==> src/rtl/alu_pkg.sv <==
// rtl/alu_pkg.sv - shared types and constants for the execute-stage ALU and divider
package alu_pkg;

    typedef enum logic [1:0] {
        IDLE = 2'd0,
        RUN  = 2'd1,
        DONE = 2'd2
    } div_state_t;

    localparam int DIV_WIDTH_DEFAULT = 8;

    // Sliced down to the divider width at the point of use.
    localparam logic [63:0] DIV0_QUOTIENT = '1;

endpackage

==> src/rtl/div_step.sv <==
// rtl/div_step.sv - one combinational restoring-division iteration
module div_step
    import alu_pkg::*;
#(
    parameter int WIDTH = DIV_WIDTH_DEFAULT
) (
    input  logic [WIDTH:0]   i_rem,
    input  logic             i_dvd_bit,
    input  logic [WIDTH-1:0] i_divisor,
    output logic [WIDTH:0]   o_rem,
    output logic             o_qbit
);

    logic [WIDTH:0] w_shift;
    logic [WIDTH:0] w_trial;

    assign w_shift = {i_rem[WIDTH-1:0], i_dvd_bit};
    assign w_trial = w_shift - {1'b0, i_divisor};

    // A set top remainder bit means the shifted value already exceeds any divisor.
    assign o_qbit = i_rem[WIDTH] || (w_shift >= {1'b0, i_divisor});
    assign o_rem  = o_qbit ? w_trial : w_shift;

endmodule

==> src/rtl/seq_divider.sv <==
// rtl/seq_divider.sv - multi-cycle unsigned restoring divider with start/busy/done handshake
module seq_divider
    import alu_pkg::*;
#(
    parameter int WIDTH = DIV_WIDTH_DEFAULT
) (
    input  logic             clk,
    input  logic             rst_n,
    input  logic             start,
    input  logic [WIDTH-1:0] a,
    input  logic [WIDTH-1:0] b,
    output logic             busy,
    output logic             done,
    output logic [WIDTH-1:0] quotient,
    output logic [WIDTH-1:0] remainder,
    output logic             div_by_zero
);

    localparam int CW = (WIDTH > 1) ? $clog2(WIDTH) : 1;
    localparam logic [CW-1:0] LAST = CW'(WIDTH - 1);

    div_state_t r_state;
    div_state_t w_state_next;

    logic [WIDTH:0]   r_rem;
    logic [WIDTH-1:0] r_dvd;
    logic [WIDTH-1:0] r_dvs;
    logic [CW-1:0]    r_cnt;
    logic [WIDTH-1:0] r_quot;
    logic [WIDTH-1:0] r_rmd;
    logic             r_dz;

    logic             w_accept;
    logic             w_last;
    logic             w_qbit;
    logic [WIDTH:0]   w_rem_next;

    assign w_accept = start && (r_state != RUN);
    assign w_last   = (r_cnt == LAST);

    div_step #(.WIDTH(WIDTH)) u_step (
        .i_rem     (r_rem),
        .i_dvd_bit (r_dvd[WIDTH-1]),
        .i_divisor (r_dvs),
        .o_rem     (w_rem_next),
        .o_qbit    (w_qbit)
    );

    always_comb begin
        w_state_next = r_state;
        case (r_state)
            IDLE, DONE: begin
                if (start) begin
                    w_state_next = (b == '0) ? DONE : RUN;
                end else begin
                    w_state_next = IDLE;
                end
            end
            RUN: begin
                if (w_last) begin
                    w_state_next = DONE;
                end
            end
            default: w_state_next = IDLE;
        endcase
    end

    always_ff @(posedge clk or negedge rst_n) begin
        if (!rst_n) begin
            r_state <= IDLE;
        end else begin
            r_state <= w_state_next;
        end
    end

    // The dividend register doubles as the quotient shift register.
    always_ff @(posedge clk or negedge rst_n) begin
        if (!rst_n) begin
            r_rem  <= '0;
            r_dvd  <= '0;
            r_dvs  <= '0;
            r_cnt  <= '0;
            r_quot <= '0;
            r_rmd  <= '0;
            r_dz   <= 1'b0;
        end else if (w_accept) begin
            r_rem <= '0;
            r_cnt <= '0;
            r_dvd <= a;
            r_dvs <= b;
            if (b == '0) begin
                r_quot <= DIV0_QUOTIENT[WIDTH-1:0];
                r_rmd  <= a;
                r_dz   <= 1'b1;
            end
        end else if (r_state == RUN) begin
            r_rem <= w_rem_next;
            r_dvd <= {r_dvd[WIDTH-2:0], w_qbit};
            r_cnt <= r_cnt + 1'b1;
            if (w_last) begin
                r_quot <= {r_dvd[WIDTH-2:0], w_qbit};
                r_rmd  <= w_rem_next[WIDTH-1:0];
                r_dz   <= 1'b0;
            end
        end
    end

    assign busy        = (r_state == RUN);
    assign done        = (r_state == DONE);
    assign quotient    = r_quot;
    assign remainder   = r_rmd;
    assign div_by_zero = r_dz;

endmodule

==> config.mk <==
export PLATFORM = sky130hd
export DESIGN_NAME = seq_divider
export DESIGN_NICKNAME = d
export VERILOG_FILES = /design/src/rtl/alu_pkg.sv /design/src/rtl/div_step.sv /design/src/rtl/seq_divider.sv
export SDC_FILE = /design/constraint.sdc
export NUM_CORES = 1
export LEC_CHECK = 0
export CORE_ASPECT_RATIO = 2
export CORE_MARGIN = 2
export CORE_UTILIZATION = 65
export CTS_BUF_LIST = sky130_fd_sc_hd__clkbuf_4 sky130_fd_sc_hd__clkbuf_8
export CTS_CLUSTER_SIZE = 10
export DETAILED_ROUTE_END_ITERATION = 7
export DONT_BUFFER_PORTS = 1
export PLACE_DENSITY = 0.87
export SETUP_SLACK_MARGIN = 0.1
export SLEW_MARGIN = 10
export SYNTH_ARGS = -nofsm -noshare
export SYNTH_HDL_FRONTEND = slang
export SYNTH_SLANG_ARGS = --single-unit
==> constraint.sdc <==
create_clock -name clk -period 6.7 [get_ports clk]
set_input_delay 2.01 -clock clk [delete_from_list [all_inputs] [get_ports clk]]
set_output_delay 2.01 -clock clk [all_outputs]
set_load 0.03 [all_outputs]
==> impl_metrics.ini <==
[layout]
antenna_diode_instance_count = 0
final_core_util_pct = 70.2
nNetsFinal = 267
layout.cell_area.non_filler_um2 = 2530
share_of_final_layout_standard_cells_stronger_than_drive_strength_1_pct = 9.66
flow.area_growth_from_synthesis_pct = 4.65

[synthesis]
synthTopCellsByCount = 47 x sky130_fd_sc_hd__dfrtp_1, 28 x sky130_fd_sc_hd__nand2_1, 20 x sky130_fd_sc_hd__nor2_1
yosysWarningCount = 0
synthesis_stage_register_bit_count = 47
synthesis.area_um2 = 2420
synth_enable_flop_cells = 0
synth.yosys.seq_area_share_pct = 48.6
post-synth-top-count-cell = sky130_fd_sc_hd__dfrtp_1
synthesis.area_per_instance_um2 = 10.1
synth_area_leaders = sky130_fd_sc_hd__dfrtp_1 49%, sky130_fd_sc_hd__ha_1 5.2%, sky130_fd_sc_hd__nand2_1 4.3%
yosys_most_used_dff = sky130_fd_sc_hd__dfrtp_1
synthesis.instances = 240
synth_top_area_share_pct = 48.6
synthDistinctLibCells = 42
synthesis.nets = 270
post-synth-top-area-cell = sky130_fd_sc_hd__dfrtp_1
async_flop_share_pct = 100

[clocking]
numCtsBuffers = 5
clock_insertion_delay_worst_skew_ns = 0.31
cts.repair.resized = 0
cts_tree = done
clk_sink_count = 47
cts.clk_slew.worst_paths_ns = 0.09
ctsHtreeMaxLevel = 2
number_of_setup_buffers_added_after_cts = 0
clock-root-buffer = sky130_fd_sc_hd__clkbuf_8
clock_path_buffers = 2
hold_buffers = 0

[grt]
initial_antenna_violation_count = 0
grt_pass1_vias = 1916
grt_start_max_net_pins = 48
global_route.overflow_total = 0
track_usage_pct = 28.2
global_route_wire_length_before_repair_um = 8740

[run]
max-cap-violations = 0

[routing]
drt_first_pass_iters = 4
iteration_0_drc_count_of_the_detailed_router = 43
route.detailed.drc = 0
final_ant_viol_nets = 0
routed_wirelength_um = 5200
wl_per_cell_um = 18.1
vias = 1759
viasPerCell = 6.13

[die]
die_height_um = 90.3
floorplan.die_area_um2 = 4260
num_rows = 31
area_of_the_core_um2 = 3610
floorplan.initialDensity_pct = 67.1
die-width_um = 47.2
floorplan.io_pins = 38

[sta]
slew_viol_final = 0
grt_setup_unrepaired = no
worst-slew-pin-transition_ns = 0.648
period_share_pct = 54.8
final_hold_violations = 0
highest_attainable_clock_frequency_mhz = 272
setup_tns_ns = 0
period_needed_ns = 3.67
timing.slew.headroom_pct = 56.7
finClkSkew_ns = 0.00957
timing.final.ws_setup_ns = 3.03
setup_viol_count_final = 0

[critical_path]
worst-endpoint-required_ns = 6.92
setup.worst_path.class = primary input to flip-flop
worst-endpoint-arrival_ns = 3.90
endpoint_kind = flip-flop
max_fanout_on_critical_path = 16
setup.worst_path.start_class = primary input

[placed_design]
pre_cts_ws_ns = 2.75
place_area_um2 = 2440
gp_congestion = 0.853
port_buffers = 0
post-dp-hpwl_um = 4030

[status]
status = completed

[power_and_ir_drop]
p_leak_nw = 1.11
power.density_cell_area_nw_per_um2 = 619
vdd.ir_drop.worst_v = 0.000398
design_power_total_mw = 1.57

[worst_hold_path]
worstHoldPathType = flip-flop to flip-flop
power breakdown:
group	leakage [nW]	internal [mW]	switching, mW
Sequential	0.551	0.424	0.199
Combinational	0.522	0.313	0.458
Clock	0.0408	0.0746	0.0998
Total	1.11	0.811	0.756
final cells by class:
cell class,instances,area (µm²)
well taps,49,61.3
clock inverters,3,23.8
fillers,283,1070
clock buffers,5,68.8
inverters,16,60.1
repair buffers,1,7.51
multi-input cells,166,1140
flip-flops and latches,47,1180
layout by cell type (no fill, tap or decap), types with 4 or more instances in the layout:
cell type,count
sky130_fd_sc_hd__o22a_1,7
sky130_fd_sc_hd__inv_1,16
sky130_fd_sc_hd__mux2_2,8
sky130_fd_sc_hd__dfrtp_1,47
sky130_fd_sc_hd__nand2_1,28
sky130_fd_sc_hd__nor2_1,20
sky130_fd_sc_hd__clkbuf_8,5
sky130_fd_sc_hd__a21oi_1,15
sky130_fd_sc_hd__mux2i_1,9
sky130_fd_sc_hd__a221oi_1,4
sky130_fd_sc_hd__ha_1,10
sky130_fd_sc_hd__o21ai_0,19
metrics by stage:
stage / cells / hold WS, ns
after floorplan: 240 / 0.455
after global placement: 279 / 0.473
after detailed placement: 279 / 0.481
after CTS: 287 / 0.504
after global routing: 287 / 0.538
final: 287 / 0.499
kinds of logic (layout without fill, tap and decap cells):
| kind of cell | Yosys count | in the layout | synth area share, % |
|---|---|---|---|
| buf+inv | 27 | 25 | 4.50 |
| xor+xnor | 4 | 4 | 1.45 |
| fa+ha+maj | 11 | 11 | 5.99 |
| mux | 17 | 17 | 7.44 |
| simple gates | 69 | 69 | 12.8 |
| compound gates | 65 | 65 | 19.3 |
| flops | 47 | 47 | 48.6 |
critical path: stages:
cell and delay (ns):
sky130_fd_sc_hd__nor4_1 0.49, sky130_fd_sc_hd__nand4_1 0.62, sky130_fd_sc_hd__nand2_1 0.55, sky130_fd_sc_hd__nor2_1 0.08, sky130_fd_sc_hd__a31oi_1 0.14
registers in the layout (all words and copies together), names as in the netlist:
name / cells
r_rem: 9
quotient: 8
r_state: 2
r_cnt: 3
r_dvd: 8
r_dvs: 8
remainder: 8
div_by_zero: 1
routing by layer:
layer | GRT usage, % | vias to the layer above | part of all wire, %
met5 | 0 | - | 0
met4 | 11.3 | 0 | 3.4
met3 | 6.00 | 14 | 4.9
met2 | 48.4 | 45 | 57
met1 | 31.6 | 859 | 35
li1 | - | 841 | -
worst paths after layout:
check / from / to / slack, ns / cells past startpoint
min reg2reg: r_rem[8]$_DFFE_PN0P_ / r_rem[8]$_DFFE_PN0P_ / 0.50 / 2
max reg2reg: r_rem[1]$_DFFE_PN0P_ / remainder[1]$_DFFE_PN0P_ / 4.09 / 7
min: r_rem[8]$_DFFE_PN0P_ / r_rem[8]$_DFFE_PN0P_ / 0.50 / 2
max: b[3] / remainder[7]$_DFFE_PN0P_ / 3.03 / 5
max in group asynchronous: rst_n / remainder[4]$_DFFE_PN0P_ / 5.22 / 0
min in group asynchronous: rst_n / r_rem[3]$_DFFE_PN0P_ / 1.39 / 0
No activity file was read; power rests on OpenSTA's default activity.
